<file path="config.mk">
export PLATFORM = sky130hd
export DESIGN_NAME = score_keeper
export DESIGN_NICKNAME = d
export VERILOG_FILES = /design/src/rtl/score_keeper.sv
export SDC_FILE = /design/constraint.sdc
export NUM_CORES = 1
export LEC_CHECK = 0
export ABC_AREA = 1
export CORE_ASPECT_RATIO = 1.5
export CORE_MARGIN = 10
export CORE_UTILIZATION = 55
export CTS_BUF_LIST = sky130_fd_sc_hd__clkbuf_4 sky130_fd_sc_hd__clkbuf_8
export DETAILED_ROUTE_END_ITERATION = 16
export PLACE_DENSITY = 0.77
export SLEW_MARGIN = 20
export SYNTH_ARGS = -nofsm -noshare
export SYNTH_HDL_FRONTEND = slang
export SYNTH_SLANG_ARGS = --single-unit
</file>
<file path="constraint.sdc">
create_clock -name clk -period 2 [get_ports clk]
set_clock_uncertainty 0.05 [all_clocks]
set_input_delay 0.2 -clock clk [delete_from_list [all_inputs] [get_ports clk]]
set_output_delay 0.2 -clock clk [all_outputs]
set_load 0.01 [all_outputs]
</file>
<file path="src/rtl/score_keeper.sv">
// Match-score controller for pong: debounces the two setup buttons, holds the
// winning score, counts points during play and flags the winner.
module score_keeper #(
  parameter int SCORE_W         = 5,
  parameter int MAX_DEFAULT     = 5,
  parameter int MAX_LIMIT       = 31,
  parameter int DEBOUNCE_CYCLES = 1000000
) (
  input  logic               clk,
  input  logic               reset,
  input  logic [1:0]         btn_n,
  input  logic               start,
  input  logic               point_p1,
  input  logic               point_p2,
  output logic [SCORE_W-1:0] max_score,
  output logic [SCORE_W-1:0] score1,
  output logic [SCORE_W-1:0] score2,
  output logic [1:0]         state,
  output logic [1:0]         winner,
  output logic [SCORE_W-1:0] led
);

  typedef enum logic [1:0] {
    ST_SETUP = 2'b00,
    ST_PLAY  = 2'b01,
    ST_OVER  = 2'b10,
    ST_BAD   = 2'b11
  } state_e;

  localparam int CNT_W = (DEBOUNCE_CYCLES < 2) ? 1 : $clog2(DEBOUNCE_CYCLES + 1);
  localparam logic [CNT_W-1:0]   CNT_LAST  = CNT_W'(DEBOUNCE_CYCLES - 1);
  localparam logic [CNT_W-1:0]   CNT_ONE   = CNT_W'(1);
  localparam logic [SCORE_W-1:0] MAX_DEF_V = SCORE_W'(MAX_DEFAULT);
  localparam logic [SCORE_W-1:0] MAX_LIM_V = SCORE_W'(MAX_LIMIT);
  localparam logic [SCORE_W-1:0] ONE_V     = SCORE_W'(1);

  // Button front end: synchroniser, per-bit debounce counter, press detector.
  logic [1:0]            sync1_q, sync2_q;
  logic [1:0]            db_q, db_d;
  logic [1:0][CNT_W-1:0] cnt_q, cnt_d;
  logic [1:0]            press_q, press_d;

  state_e               state_q, state_d;
  logic [SCORE_W-1:0]   max_q, max_d;
  logic [SCORE_W-1:0]   s1_q, s1_d;
  logic [SCORE_W-1:0]   s2_q, s2_d;
  logic [1:0]           win_q, win_d;

  logic                 inc_p, dec_p;
  logic [SCORE_W-1:0]   s1_next, s2_next;
  logic                 hit1, hit2;

  assign inc_p = press_q[0];
  assign dec_p = press_q[1];

  always_comb begin
    // NOTE: every variable gets a default first so no path leaves it unassigned (no latch).
    db_d  = db_q;
    cnt_d = cnt_q;
    for (int i = 0; i < 2; i++) begin
      if (sync2_q[i] != db_q[i]) begin
        if (cnt_q[i] == CNT_LAST) begin
          db_d[i]  = sync2_q[i];
          cnt_d[i] = '0;
        end else begin
          cnt_d[i] = cnt_q[i] + CNT_ONE;
        end
      end else begin
        cnt_d[i] = '0;
      end
    end
    press_d = db_q & ~db_d;
  end

  always_comb begin
    state_d = state_q;
    max_d   = max_q;
    s1_d    = s1_q;
    s2_d    = s2_q;
    win_d   = win_q;
    s1_next = point_p1 ? s1_q + ONE_V : s1_q;
    s2_next = point_p2 ? s2_q + ONE_V : s2_q;
    hit1    = point_p1 && (s1_next == max_q);
    hit2    = point_p2 && (s2_next == max_q);

    unique case (state_q)
      ST_SETUP: begin
        if (start) begin
          state_d = ST_PLAY;
          s1_d    = '0;
          s2_d    = '0;
          win_d   = 2'b00;
        end else if (inc_p && !dec_p && (max_q < MAX_LIM_V)) begin
          max_d = max_q + ONE_V;
        end else if (dec_p && !inc_p && (max_q > ONE_V)) begin
          max_d = max_q - ONE_V;
        end
      end
      ST_PLAY: begin
        s1_d = s1_next;
        s2_d = s2_next;
        if (hit1 || hit2) begin
          state_d = ST_OVER;
          win_d   = {hit2, hit1};
        end
      end
      ST_OVER: begin
        // start takes priority over a simultaneous button press
        if (start || inc_p || dec_p) begin
          state_d = start ? ST_PLAY : ST_SETUP;
          s1_d    = '0;
          s2_d    = '0;
          win_d   = 2'b00;
        end
      end
      default: begin
        state_d = ST_SETUP;
        s1_d    = '0;
        s2_d    = '0;
        win_d   = 2'b00;
      end
    endcase
  end

  always_ff @(posedge clk) begin
    // NOTE: non-blocking assignments so every register samples pre-edge values.
    if (reset) begin
      sync1_q <= 2'b11;
      sync2_q <= 2'b11;
      db_q    <= 2'b11;
      cnt_q   <= '0;
      press_q <= 2'b00;
      state_q <= ST_SETUP;
      max_q   <= MAX_DEF_V;
      s1_q    <= '0;
      s2_q    <= '0;
      win_q   <= 2'b00;
    end else begin
      sync1_q <= btn_n;
      sync2_q <= sync1_q;
      db_q    <= db_d;
      cnt_q   <= cnt_d;
      press_q <= press_d;
      state_q <= state_d;
      max_q   <= max_d;
      s1_q    <= s1_d;
      s2_q    <= s2_d;
      win_q   <= win_d;
    end
  end

  always_comb begin
    unique case (state_q)
      ST_SETUP: led = max_q;
      ST_PLAY:  led = s1_q;
      default:  led = {SCORE_W{1'b1}};
    endcase
  end

  assign max_score = max_q;
  assign score1    = s1_q;
  assign score2    = s2_q;
  assign state     = state_q;
  assign winner    = win_q;

endmodule

</file>
# Yosys cells after proc, flatten, opt, wreduce, memory -nomap -nowiden
# Index checks and enable logic that the tools add are counted.
[totals]
reg_bits = 67
word_cells = 75
[classes]
n_addsub = 6
n_lt_le_gt_ge = 2
n_eq_ne = 11
n_mux = 22
bitwise = 5
n_reduce_logical = 18
[op_table]
columns = ["op", "count"]
rows = [
  ["adder 20 x 1 -> 20 bit, second input constant", 2],
  ["== test 20 bit, second input constant", 2],
  ["2-to-1 mux 5 bit", 6],
  ["case mux 5 bit (3 select lines)", 2],
  ["adder 5 x 1 -> 5 bit, second input constant", 3],
  ["2-to-1 mux 2 bit", 6],
  ["case mux 2 bit (3 select lines)", 2],
  ["== test 5 bit", 2],
  ["case mux 5 bit (2 select lines)", 1],
  ["logical AND 1 bit", 6],
  ["inequality test 2 bit, second input constant", 3],
  ["AND reduction 3 bit", 2],
  ["OR reduction 3 bit", 2],
  ["> comparator 5 x 1 -> 1 bit, second input constant", 1],
  ["less-than comparator 5 bit, second input constant", 1],
  ["2-to-1 mux 1 bit", 5],
  ["subtractor 5 x 1 -> 5 bit, second input constant", 1],
  ["logical OR 1 bit", 3],
  ["NOT 1 bit", 3],
  ["bitwise AND 2 bit", 1],
  ["== test 2 x 1 -> 1 bit, second input constant", 1],
  ["== test 2 bit, second input constant", 1],
  ["logical NOT 1 bit", 2],
  ["logical NOT 2 bit", 1],
  ["4 further kinds", 5],
]

# Longest topological paths before layout
[logic_depth]
depth_word = 7
depth_mapped = 13
ltp_nobuf = 13

# Least setup slack after synthesis
# OpenSTA, ideal clock, no wires.
[synth_timing]
path_type = "reg-to-reg"
start = "register cnt_q[0] (netlist name)"
end = "register cnt_q[18] (netlist name)"
setup_ns = 0.115
t_arrival_ns = 1.502
required_time_ns = 1.835
setup_slack_ns = 0.333
path_stages_with_launch = 13
n_path_buf = 0
synth_period_minus_slack_ns = 1.667
cell_sequence = "dfxtp_1 -> ha_1 -> nand3_2 -> nor2_2 -> nand2_1 -> nor2_4 -> nand3_2 -> nor2_2 -> nand2_2 -> nor2_2 -> nand3_1 -> nand2_1 -> nor2_1"
[synth_between]
elab_chain_len = 2
word_cells_on_any_way = 3
cone_classes = "add/sub (1); eq/ne (1); reduce/logical (1)"
[synth_rtl]
columns = ["element", "line", "rtl"]
rows = [
  ["from (decl)", "40", "logic [1:0][CNT_W-1:0] cnt_q, cnt_d;"],
  ["from (signal assigned)", "142", "cnt_q <= cnt_d;"],
  ["parallel branches: the longest is 2 deep, another holds adder 20 x 1 -> 20 bit", "n/a", ""],
]
# Parallel ways; which one is timed is not known.
# A chain may end at the register's enable or synchronous reset.

# Final worst setup path
[layout_timing]
start = "register state_q[0] (netlist: state[0])"
end = "output port led[1]"
[layout_between]
elab_chain_len = 2
word_cells_on_any_way = 3
cone_classes = "eq/ne (1); mux (1); reduce/logical (1)"
[layout_rtl]
columns = ["element", "line", "rtl"]
rows = [
  ["from (decl)", "43", "state_e state_q, state_d;"],
  ["from (signal assigned)", "144", "state_q <= state_d;"],
  ["== test 2 x 1 -> 1 bit / logical NOT 2 bit (equally long branches)", "153", "unique case (state_q)"],
  ["case mux 5 bit (2 select lines) (*)", "153", ""],
  ["to (decl)", "20", "output logic [SCORE_W-1:0] led"],
]
# Every way passes the cells marked *; elsewhere a longest branch is shown, timed or not.

==> summary.txt <==
Status
  – Status: completed

Power and ir drop
  – PD cells: 642 mW/mm²
  – Sw frac: about 23%
  – Internal: 2010 µW
  – Clock Power Share: 39.1%
  – Reg power frac: 52.0%
  – Leakage Power: 0.00157 µW
  – Comb pwr share: ~8.9%
  – Net Sw Power: ~610 µW
  – VDD IR max: 494 µV

GRT
  – Global-route wire length before repair: around 13,000 µm
  – Total grt overflow: 0
  – Largest net degree at the start of global routing: 18
  – Initial antenna violation count: 0
  – Gr usage total: roughly 16%
  – Vias in the first global route: ~3,100

Layout
  – Number of fill cells: about 500
  – Sequential cell area: 0.00135 mm²
  – Final instance area: a little over 0.004 mm²
  – Final #Nets: around 540
  – Layout cell share with drive strength beyond 1: around an eighth
  – Area of the multi-input gates: between 0.0015 and 0.002 mm²
  – # diodes: 0
  – Synth-to-Final Area Change: 20.9%

Synth
  – Post-synth top cells: nand2_1 (104), dfxtp_1 (67), inv_1 (59)
  – Synthesized area per cell: 7.05 µm²
  – Synth area leader: dfxtp_1
  – Number of synthesized flops with an enable pin: 0
  – Post-synth top flop: dfxtp_1
  – Sequential fraction of the synthesis area: roughly two fifths
  – Asr flop ratio synth: 0%
  – Count leader, synth: nand2_1
  – Post-Synthesis Cells: ~480
  – Syn Nets: approximately 500
  – Netlist Area Pre-Place: 0.00337 mm²
  – Synth area leaders: dfxtp_1 (40%), nand2_1 (12%), inv_1 (6.6%)
  – Synth top area share: between 30% and 40%
  – Yosys reg bits: 67
  – Library cells used by synthesis: 38
  – Yosys Warn Count: 0

STA
  – Worst hold margin: roughly 360 ps
  – Rel. slew slack: approximately 70%
  – Slew Viols, Final: 0
  – Final number of setup-violating endpoints: 0
  – Max Freq: approximately 0.52 GHz
  – Setup Total Neg Slack: 0 ps
  – Final-report hold violation count: 0
  – Unrepaired setup endpoints after global routing: no
  – Final worst path period need: 1920 ps
  – Slew @ Worst Pin: about 450 ps
  – Ratio of final minimum period to clock period: a little over nine tenths

Clocking
  – Clock latency on the worst-skew pair: roughly 330 ps
  – CTS Buf Count: 9
  – CTS tree: yes
  – Hold Buf Count CTS: 0
  – Clk buf depth: 2
  – CTS sink cnt: 67
  – CTS Root Cell: clkbuf_8
  – Htree depth: 3
  – CTS clock-pin slew for the worst setup and hold paths: roughly 70 ps

Die
  – Die area: 0.00972 mm²
  – DIE WIDTH: around 84 µm
  – Initial core utilization: between 50 and 60%
  – Row cnt: 34
  – Core area: 0.00587 mm²
  – Die H: about 120 µm
  – I/O Pins: 31

Worst setup path
  – Crit-path leading delay family: buffers and inverters
  – Slowest cell on crit path: clkdlybuf4s50_1
  – Crit end category: output port
  – Worst setup path category: reg2out
  – WP data arrival: between 1500 and 2000 ps
  – Worst Setup Start Kind: flip-flop
  – Critical path, cell by cell: nor2_1, a21oi_1, clkdlybuf4s50_1
  – WP data required: between 1500 and 2000 ps
  – CP max FO: 6
  – Buffers & Inverters on Critical Path: 1
  – Max incr delay on CP: around 500 ps

Drt
  – DRC Markers: 0
  – Vias per cell: between 5 and 6
  – Vias: 3,302
  – Initial drt markers: 163
  – Routed Antenna Nets: 0
  – First-pass DRT Iterations: 4
  – Routed len/inst: 12.6 µm
  – WL final: 7600 µm

Placement
  – Placed Area: 0.00384 mm²
  – DP HPWL: approximately 5800 µm
  – I/O Buffers: 30
  – Routability cong.: just under 0.9

Run
  – Number of max-cap violations: 0

Worst hold path
  – Worst min-delay path class: reg2reg
## layout make-up
cell class | instances | share of cell area, %
tap | 72 | 2.21
sequential | 67 | 33.1
multi-input combinational | 340 | 44.0
inverter | 65 | 5.99
clock inverter | 2 | 0.246
clock buffer | 13 | 4.24
timing repair buffer | 45 | 10.2
## power by group through the flow
| stage | logic [µW] | registers (µW) | clock network (µW) |
|---|---|---|---|
| after detailed placement | 236 | 1390 | 0 |
| after floorplan | 115 | 1390 | 0 |
| after global placement | 234 | 1390 | 0 |
| final | 232 | 1360 | 1020 |
| after CTS | 232 | 1360 | 1050 |
| after global routing | 251 | 1360 | 1100 |
## timing repair
action	4_1_cts	5_1_grt
hold endpoints to repair	0	0
buffers inserted	0	1
pin swaps	0	1
endpoints found under the setup margin	5	20
cloned	0	0
gates resized for setup	8	11
## placed cells by master, fill, tap and decap left out, types with 7 or more instances in the layout
cell type / count
buf_4: 14
clkbuf_8: 12
nand2_1: 104
inv_1: 59
nor3_1: 12
clkdlybuf4s50_1: 26
o21ai_1: 10
dfxtp_2: 7
nor4_1: 9
o21ai_0: 15
nor2_1: 48
nand3_1: 32
a21oi_1: 38
dfxtp_1: 60
## per-stage QoR
step | instances | setup slack [ps] | util, % | power, µW
after floorplan | 478 | 333 | - | 1510
after global placement | 588 | 107 | 65.4 | 1620
after detailed placement | 588 | 43.9 | 65.4 | 1620
after CTS | 603 | 9.90 | 68.6 | 2640
after global routing | 604 | 10.5 | 69.4 | 2710
final | 604 | 81.6 | 69.4 | 2610
## final timing paths
check	startpoint	to	slack [ps]	cells after the start
setup / recovery	state[0]$_SDFFE_PP0P_	led[1]	80	3
hold / removal	sync1_q[1]$_SDFF_PP1_	sync2_q[1]$_SDFF_PP1_	360	1
setup reg to reg	cnt_q[21]$_SDFF_PP0_	cnt_q[38]$_SDFF_PP0_	160	10
hold reg to reg	sync1_q[1]$_SDFF_PP1_	sync2_q[1]$_SDFF_PP1_	360	1
## registers in the layout (all words and copies together) (netlist names)
signal and cells:
db_q 2, winner 2, score2 5, sync1_q 2, press_q 2, score1 5
sync2_q 2, max_score 5, cnt_q 40, state 2
## logic make-up after synthesis
family                   share of synthesized area [%]
AO/OA/AOI/OAI                                     13.4
buffers and inverters                             8.02
AND/OR/NAND/NOR                                   33.6
flip-flops                                        39.8
adder cells (fa/ha/maj)                           2.60
XOR/XNOR                                          2.60
## layer usage
metal	wire length (µm)	GRT usage, %	part of all wire (%)	vias up
met5	0	0	0	-
met4	228	8.51	3.0	0
met3	361	4.28	4.7	20
met2	3970	29.7	52	78
met1	3050	14.7	40	1530
li1	-	-	-	1674
Power figures use the tool's default switching activity.
